## src/rtl/compute_s.sv

```systemverilog
// compute_s: second IDCT matrix multiply S = C^T x T, clipped to 8 bits and packed 3 pixels/word into Sp RAM.
// Optional build macro COMPUTE_S_CLIP_COUNT_EN adds the clip_count output.
module compute_s #(
  parameter int T_BASE = 0,
  parameter int SHIFT  = 16
) (
  input  logic        Clock,
  input  logic        Resetn,
  input  logic        start,
  output logic [7:0]  T_addr_a,
  input  logic [31:0] T_data_a,
  output logic [7:0]  T_addr_b,
  input  logic [31:0] T_data_b,
  output logic [7:0]  Sp_addr,
  output logic [31:0] Sp_wdata,
  output logic        Sp_wen,
  output logic        busy,
`ifdef COMPUTE_S_CLIP_COUNT_EN
  output logic        done,
  output logic [6:0]  clip_count
`else
  output logic        done
`endif
);

  localparam logic [7:0] T_BASE8 = T_BASE[7:0];

  // Cosine matrix, entry C[k][n] at index 8k+n.
  localparam logic signed [15:0] COS_ROM [0:63] = '{
    16'sd1448,  16'sd1448,  16'sd1448,  16'sd1448,  16'sd1448,  16'sd1448,  16'sd1448,  16'sd1448,
    16'sd2008,  16'sd1702,  16'sd1137,  16'sd399,  -16'sd399,  -16'sd1137, -16'sd1702, -16'sd2008,
    16'sd1892,  16'sd783,  -16'sd783,  -16'sd1892, -16'sd1892, -16'sd783,   16'sd783,   16'sd1892,
    16'sd1702, -16'sd399,  -16'sd2008, -16'sd1137,  16'sd1137,  16'sd2008,  16'sd399,  -16'sd1702,
    16'sd1448, -16'sd1448, -16'sd1448,  16'sd1448,  16'sd1448, -16'sd1448, -16'sd1448,  16'sd1448,
    16'sd1137, -16'sd2008,  16'sd399,   16'sd1702, -16'sd1702, -16'sd399,   16'sd2008, -16'sd1137,
    16'sd783,  -16'sd1892,  16'sd1892, -16'sd783,  -16'sd783,   16'sd1892, -16'sd1892,  16'sd783,
    16'sd399,  -16'sd1137,  16'sd1702, -16'sd2008,  16'sd2008, -16'sd1702,  16'sd1137, -16'sd399
  };

  typedef enum logic [2:0] {
    S_IDLE,
    S_LEADIN,
    S_MAC,
    S_FLUSH,
    S_DONE
  } state_t;

  state_t state_reg, state_next;

  // MAC index layout: {c[2:0], r[2:0], kp[1:0]}
  logic [7:0] idx_reg;
  logic       issue_en;
  logic [7:0] issue_idx;

  logic       s0_valid_reg, s1_valid_reg, s2_valid_reg, s3_valid_reg;
  logic [7:0] s0_idx_reg, s1_idx_reg, s2_idx_reg;
  logic [5:0] s3_pix_reg;

  logic signed [15:0] coef_a, coef_b;
  logic signed [47:0] prod_a_reg, prod_b_reg, acc_reg;
  logic signed [47:0] acc_shift;

  logic [23:0] pack_reg;
  logic [23:0] merged;
  logic [7:0]  pixel;
  logic        clipped;
  logic [1:0]  lane;
  logic [1:0]  row;
  logic [2:0]  pix_r;
  logic [2:0]  pix_c;
  logic        word_end;
  logic [7:0]  word_addr;
  logic        pipe_busy;

  assign pipe_busy = s0_valid_reg | s1_valid_reg | s2_valid_reg | s3_valid_reg;

  always_ff @(posedge Clock or negedge Resetn) begin
    if (!Resetn) state_reg <= S_IDLE;
    else         state_reg <= state_next;
  end

  always_comb begin
    state_next = state_reg;
    issue_en   = 1'b0;
    issue_idx  = idx_reg;
    case (state_reg)
      S_IDLE: begin
        if (start) begin
          issue_en   = 1'b1;
          issue_idx  = 8'd0;
          state_next = S_LEADIN;
        end
      end
      S_LEADIN: begin
        issue_en   = 1'b1;
        state_next = S_MAC;
      end
      S_MAC: begin
        issue_en = 1'b1;
        if (idx_reg == 8'd255) state_next = S_FLUSH;
      end
      S_FLUSH: begin
        if (!pipe_busy) state_next = S_DONE;
      end
      S_DONE:  state_next = S_IDLE;
      default: state_next = S_IDLE;
    endcase
  end

  assign busy = (state_reg == S_LEADIN) || (state_reg == S_MAC) || (state_reg == S_FLUSH);
  assign done = (state_reg == S_DONE);

  // Address issue: port A reads row k=2kp, port B row k=2kp+1 of column c.
  always_ff @(posedge Clock or negedge Resetn) begin
    if (!Resetn) begin
      idx_reg      <= 8'd0;
      s0_valid_reg <= 1'b0;
      s0_idx_reg   <= 8'd0;
      T_addr_a     <= 8'd0;
      T_addr_b     <= 8'd0;
    end else begin
      s0_valid_reg <= issue_en;
      if (issue_en) begin
        T_addr_a   <= T_BASE8 + {2'b00, issue_idx[1:0], 1'b0, issue_idx[7:5]};
        T_addr_b   <= T_BASE8 + {2'b00, issue_idx[1:0], 1'b1, issue_idx[7:5]};
        s0_idx_reg <= issue_idx;
        idx_reg    <= issue_idx + 8'd1;
      end
    end
  end

  assign coef_a = COS_ROM[{s1_idx_reg[1:0], 1'b0, s1_idx_reg[4:2]}];
  assign coef_b = COS_ROM[{s1_idx_reg[1:0], 1'b1, s1_idx_reg[4:2]}];

  // RAM-latency stage, registered product stage, then accumulate.
  always_ff @(posedge Clock or negedge Resetn) begin
    if (!Resetn) begin
      s1_valid_reg <= 1'b0;
      s1_idx_reg   <= 8'd0;
      s2_valid_reg <= 1'b0;
      s2_idx_reg   <= 8'd0;
      s3_valid_reg <= 1'b0;
      s3_pix_reg   <= 6'd0;
      prod_a_reg   <= 48'sd0;
      prod_b_reg   <= 48'sd0;
      acc_reg      <= 48'sd0;
    end else begin
      s1_valid_reg <= s0_valid_reg;
      s1_idx_reg   <= s0_idx_reg;
      s2_valid_reg <= s1_valid_reg;
      s2_idx_reg   <= s1_idx_reg;
      if (s1_valid_reg) begin
        prod_a_reg <= 48'($signed(T_data_a)) * 48'(coef_a);
        prod_b_reg <= 48'($signed(T_data_b)) * 48'(coef_b);
      end
      s3_valid_reg <= s2_valid_reg && (s2_idx_reg[1:0] == 2'd3);
      s3_pix_reg   <= s2_idx_reg[7:2];
      if (s2_valid_reg) begin
        acc_reg <= ((s2_idx_reg[1:0] == 2'd0) ? 48'sd0 : acc_reg) + prod_a_reg + prod_b_reg;
      end
    end
  end

  assign pix_r = s3_pix_reg[2:0];
  assign pix_c = s3_pix_reg[5:3];

  always_comb begin
    acc_shift = acc_reg >>> SHIFT;
    pixel     = acc_shift[7:0];
    clipped   = 1'b0;
    if (acc_shift < 48'sd0) begin
      pixel   = 8'd0;
      clipped = 1'b1;
    end else if (acc_shift > 48'sd255) begin
      pixel   = 8'd255;
      clipped = 1'b1;
    end
    lane = 2'd0;
    row  = 2'd0;
    case (pix_r)
      3'd0: begin lane = 2'd0; row = 2'd0; end
      3'd1: begin lane = 2'd1; row = 2'd0; end
      3'd2: begin lane = 2'd2; row = 2'd0; end
      3'd3: begin lane = 2'd0; row = 2'd1; end
      3'd4: begin lane = 2'd1; row = 2'd1; end
      3'd5: begin lane = 2'd2; row = 2'd1; end
      3'd6: begin lane = 2'd0; row = 2'd2; end
      default: begin lane = 2'd1; row = 2'd2; end
    endcase
    merged    = pack_reg | (24'(pixel) << {lane, 3'b000});
    word_end  = (lane == 2'd2) || (pix_r == 3'd7);
    word_addr = {4'b0000, pix_c, 1'b0} + {5'b00000, pix_c} + {6'b000000, row};
  end

  // Pack three vertically adjacent pixels; the last word of a column holds rows 6-7 only.
  always_ff @(posedge Clock or negedge Resetn) begin
    if (!Resetn) begin
      pack_reg <= 24'd0;
      Sp_wen   <= 1'b0;
      Sp_addr  <= 8'd0;
      Sp_wdata <= 32'd0;
    end else begin
      Sp_wen <= 1'b0;
      if (s3_valid_reg) begin
        if (word_end) begin
          Sp_wen   <= 1'b1;
          Sp_addr  <= word_addr;
          Sp_wdata <= {8'h00, merged};
          pack_reg <= 24'd0;
        end else begin
          pack_reg <= merged;
        end
      end
    end
  end

`ifdef COMPUTE_S_CLIP_COUNT_EN
  always_ff @(posedge Clock or negedge Resetn) begin
    if (!Resetn) begin
      clip_count <= 7'd0;
    end else if (state_reg == S_IDLE && start) begin
      clip_count <= 7'd0;
    end else if (s3_valid_reg && clipped) begin
      clip_count <= clip_count + 7'd1;
    end
  end
`endif

endmodule
```

## config.mk

```make
export PLATFORM = sky130hd
export DESIGN_NAME = compute_s
export DESIGN_NICKNAME = d
export VERILOG_FILES = /design/src/rtl/compute_s.sv
export SDC_FILE = /design/constraint.sdc
export NUM_CORES = 2
export LEC_CHECK = 0
export BUFFER_PORTS_ARGS = -buffer_cell sky130_fd_sc_hd__buf_4
export CAP_MARGIN = 0
export CORE_ASPECT_RATIO = 0.8
export CORE_MARGIN = 2
export CORE_UTILIZATION = 50
export DETAILED_ROUTE_END_ITERATION = 6
export PLACE_DENSITY = 0.74
export SLEW_MARGIN = 20
export SYNTH_ARGS = -nofsm -noshare
export SYNTH_HDL_FRONTEND = slang
export SYNTH_SLANG_ARGS = --single-unit
```

## constraint.sdc

```tcl
create_clock -name Clock -period 7.6 [get_ports Clock]
set_clock_uncertainty 0.05 [all_clocks]
set_input_delay 0.76 -clock Clock [delete_from_list [all_inputs] [get_ports Clock]]
set_output_delay 0.76 -clock Clock [all_outputs]
set_load 0.05 [all_outputs]
```

-- After elaboration in Yosys (flattened, before gate mapping)
Memories as Yosys holds them, arrays and structs flattened.
Index checks and enable logic that the tools add are counted.
- bits in read-only memories: 2048
- output and inout port bits: 59
- flip-flop bits (word level): 257
- logic and storage cells: 90
- memories kept: 2
- bits of input ports: 67
- memory list (memory ; depth ; bits a word ; read ports ; clocked after memory_dff ; wr ports ; line ; RTL):
    (name not given) ; 64 ; 16 ; 1 ; 0 ; 0 ; 133 ; assign coef_b = COS_ROM[{s1_idx_reg[1:0], 1'b1, s1_idx_reg[4:2]}];
    (name not given) ; 64 ; 16 ; 1 ; 0 ; 0 ; 132 ; assign coef_a = COS_ROM[{s1_idx_reg[1:0], 1'b0, s1_idx_reg[4:2]}];
- bitwise logic cells: 6
- reductions and logical operators: 14
- multipliers: 2
- shifts and indexed selects: 1
- $lt $le $gt $ge: 4
- add/sub/neg operators: 5
- mux-type cells: 20
- equality and inequality tests: 17
- operator list (operator ; count):
    $add A48 B48 Y48 ; 2
    $mul A32 B16 Y48 ; 2
    $mux W16 ; 4
    $mux W48 ; 1
    $gt A32 B9 Y1 const B ; 1
    $lt A32 B1 Y1 const B ; 1
    $mux W8 ; 4
    $mux W24 ; 1
    $or A24 B24 Y24 ; 1
    $shl A8 B5 Y24 ; 1
    $eq A3 B3 Y1 const B ; 5
    $ge A7 B7 Y1 const B ; 2
    $not A6 Y7 ; 2
    $eq A3 B2 Y1 const B ; 4
    $pmux W3 S4 ; 1
    $mux W3 ; 3
    $reduce_or A3 Y1 ; 3
    $add A8 B1 Y8 const B ; 1
    $eq A8 B8 Y1 const B ; 1
    $pmux W2 S2 ; 2
    $add A5 B2 Y6 ; 1
    $eq A3 B1 Y1 const B ; 2
    $logic_not A3 Y1 ; 2
    $ne A2 B2 Y1 const B ; 3
    11 further kinds ; 19

-- Logic depth before layout (Yosys ltp)
- word-level depth: 7
- gate-level depth with buffers: 33
- depth with buffers taken out: 32

-- Worst setup path before layout
Ideal clock, no wire load.
- path type: register to register
- start point: register s1_idx_reg[3]
- end point: register prod_a_reg[40]
- clock period less this slack: 7784 ps
- slack: -184 ps
- required time: 7463 ps
- data arrival time: 7647 ps
- setup time: 87 ps
- stages on the path, launching flop included: 29
- buffers on the path: 3
- cell sequence: dfrtp_1 > inv_1 > ha_1 > and3_1 > a21oi_1 > clkbuf_1 > buf_1 > nand2_1 > fa_1 > inv_1 > fa_1 > fa_1 > fa_1 > fa_1 > inv_1 > fa_1 > inv_1 > ha_1 > clkbuf_1 > a21oi_1 > o21ai_0 > a2111oi_0 > or3_1 > a2bb2oi_1 > a31oi_1 > a221o_1 > a31oi_1 > or3_1 > o211ai_1
- word-level cells in the longest chain between the ends: 5
- RTL lines (element ; line ; RTL):
    start: declaration ; 56 ; logic [7:0] s0_idx_reg, s1_idx_reg, s2_idx_reg;
    start signal: assignment ; 149 ; s1_idx_reg <= s0_idx_reg;
    $not A6 Y7 (not written as such) ; 132 ;
    $mem_v2 Z64 W16 ; -- ;
    $mux W16 (not written as such) (2 in series) ; 132 ;
    $mul A32 B16 Y48 ; 153 ; prod_a_reg <= 48'($signed(T_data_a)) * 48'(coef_a);
    end signal: assignment ; 153 ;
    end: declaration ; 60 ; logic signed [47:0] prod_a_reg, prod_b_reg, acc_reg;
No other way between the ends. The select of a mux whose other input is x is not followed.
A chain may end at the register's enable or synchronous reset.

-- Final worst setup path
- start point: register s1_idx_reg[3]
- end point: register prod_b_reg[45]
- word-level cells in the longest chain between the ends: 5
- RTL lines (element ; line ; RTL):
    $not A6 Y7 (not written as such) ; 133 ;
    $mem_v2 Z64 W16 ; -- ;
    $mux W16 (not written as such) (2 in series) ; 133 ;
    $mul A32 B16 Y48 ; 154 ; prod_b_reg <= 48'($signed(T_data_b)) * 48'(coef_b);
    end signal: assignment ; 154 ;
    end: declaration ; 60 ;
No other way between the ends. The select of a mux whose other input is x is not followed.

==> results.md <==
- H-tree lvl count: 1
- CP startpoint kind: flop
- Max cap viols: 0
- Ys Warns: 0
- Most common cell after layout, fill and taps aside: inv_1
- Residual DRC count: 0
- Reg2Reg Setup Slack: 120 ps
- Relative slew margins: approximately 33%
- Crit path depth: 28
- Worst Tran Pin Value: 998 ps
- Die area: 0.0979 mm2
- Main combinational cell family by area after synthesis: adder cells
- Vias per cell: ~5.4
- Placed Cells: approximately 6500
- Synth area leader: fa_1
- Final wirelength: 115 mm
- Max Fclk: 134 MHz
- Setup violations, final: 0
- R2r worst-path depth: 28
- Largest net degree at the start of global routing: 160
- Ys flop type: dfrtp_1
- Slowest CP cell: fa_2
- I/O Buffers: 109
- Die height: 280 um
- Synth Instances: 5156
- Top delay family on crit path: adder cells
- Max Root-Sink Buffers: 3
- Clock transition at the registers of the reported paths: around 70 ps
- Worst Path Arrival: 7840 ps
- Grt ovf: 0
- Outcome: complete, no violations
- Final non-filler cell total: ~6600
- Sequential area share after synthesis: 12.8%
- CP most frequent cell: fa_1
- Sink Count: 244
- Slew Limit Fails: 0
- Syn_area_per_cell: 9.25 um2
- Final period util: 98.5%
- Clock period minus worst slack: about 7500 ps
- WL/cell: ~17 um
- Mapped cell area: roughly 0.048 mm2
- Slowest Stage Delay on Critical Path: 570 ps
- CTS tree: done
- Area grow syn2layout: 11.7%
- Share of cells above drive strength 1: 13.8%
- Commonest non-fill, non-tap cells in the layout: inv_1, fa_1, nand2_1
- Area share of the largest cell type after synthesis: 40.3%
- Worst skew pair latency: 530 ps
- RePlAce Congestion: approximately 0.93
- Clk root buf: clkbuf_16
- NumNets Final: 6692
- Synth Area in XOR/XNOR: 3.62%
- Initial Util: about half
- CP required: 7950 ps
- Critical Path Fanout Max: 14
- DP Wirelength: between 90 and 100 mm
- Via Count: 35351
- Dominant cells by area after synthesis: fa_1, dfrtp_1, inv_1
- Vias in the first global route: ~37000
- Worst Path Buf+Inv: 7
- Synth Area in Adders: 48.8%
- CP endpoint kind: flop
- Number of CTS-inserted buffers: 21
- Total I/O pin count: 126
- Post-route ant nets: 0
- DRT iter0 DRCs: ~2600
- R2r startpoint: s1_idx_reg[3]$_DFF_PN0_
- Setup crit start: s1_idx_reg[3]$_DFF_PN0_
- Post-synth EDFFs: 0
- GRT Total Usage: ~24%
- Setup TNS: 0 ps
- Site Rows: 101
- Synth Register Bits: approximately 240
- Asr flop ratio synth: 100%
- Antenna violations before repair: 1
- Die width: between 300 and 400 um
- Final count of hold timing violations: 0
- CP endpoint: prod_b_reg[45]$_DFFE_PN0P_
- Detailed-router iteration count before antenna repair: 5
- Worst hold-check path type: input pin to asynchronous set/reset pin
- Compound-cell area share of the yosys netlist: 8.52%
- Worst R2R End: prod_b_reg[45]$_DFFE_PN0P_
- Core ar.: 0.0948 mm2
- Netlist cell types: 90
- RSZ-0062 raised after global routing: yes
- Post-synthesis mux area share: 3.10%
- WS Path Type: flop to flop
- First-pass GRT wire length: about 190 mm
- Post-CTS Hold Buffers: 0
- Simple-gate area share of the yosys netlist: 12.2%
worst min-delay path by stage:
| stage | depth (start not counted) | slack (ps) | endpoint |
|---|---|---|---|
| finish | 1 | 130 | Sp_wdata[20]$_DFFE_PN0P_ |
| global route | 1 | 200 | Sp_wdata[20]$_DFFE_PN0P_ |
| CTS | 1 | 200 | pack_reg[17]$_DFFE_PN0P_ |
| detailed placement | 0 | 280 | s3_pix_reg[1]$_DFF_PN0_ |
| global placement | 0 | 280 | s3_pix_reg[3]$_DFF_PN0_ |
| floorplan | 0 | 280 | s2_idx_reg[5]$_DFF_PN0_ |
repair_timing:
item | 4_1_cts | 5_1_grt
hold endpoints to repair | 0 | 0
resized for setup | 49 | 165
cloned | 2 | 2
endpoints found under the setup margin | 31 | 45
pin swaps | 13 | 80
setup buffers | 3 | 20
worst register-to-register path, delay by kind of cell (launching register included):
| family | cells | cell delay (ps) |
|---|---|---|
| and+or+nand+nor | 2 | 210 |
| muxes | 3 | 820 |
| adders and majority gates | 8 | 3680 |
| xor gates and xnor gates | 1 | 90 |
| DFF | 1 | 410 |
| AOI/OAI and AO/OA | 7 | 1400 |
| buffers and inverters | 7 | 730 |
cells in the mapped netlist (22+ instances only):
cell type,number
buf_4,28
fa_1,960
nand2b_1,29
dfrtp_1,244
and2_1,140
clkbuf_1,208
a31oi_1,25
nor3_1,25
a21oi_1,249
o21bai_1,25
and3_1,54
inv_1,1102
xor2_1,45
nor2b_1,66
ha_1,323
nor2_1,230
nand2_1,660
mux2_2,106
xnor2_1,152
o21ai_0,124
nand3_1,22
a21o_1,77
cell families after synthesis:
group	after synthesis
AOI/OAI and AO/OA	652
and+or+nand+nor	1287
buffers and inverters	1362
xor gates and xnor gates	197
other	1
DFF	244
muxes	128
adders and majority gates	1285
area by class of cell:
cell class              instances  area, um2
diodes                          2       5.00
clock buffers                  27        588
clock inverters                 9        109
fillers                      8157      41500
inverters                    1106       4160
multi-input cells            3566      37300
flip-flops and latches        244       6120
well taps                    1236       1550
repair buffers                403       3490
per-stage QoR:
stage	instance area, um2	setup WS (ps)	hold slack (ps)	utilization [%]
floorplan	47800	14.8	281	-
global placement	51400	-121	282	54.2
detailed placement	51400	-327	285	54.2
CTS	52400	4.76	197	55.3
global route	53300	-236	205	56.2
finish	53300	116	134	56.2
layer usage:
metal | global-route usage, % | up-vias | routed length [um]
li1 | - | 16082 | -
met1 | 34.4 | 17948 | 49500
met2 | 40.1 | 1145 | 55200
met3 | 3.23 | 176 | 7860
met4 | 5.21 | 0 | 2870
met5 | 0 | - | 0
Power is not shown: default switching activity piles up to over one toggle a cycle in this logic, so the estimate is an artifact.
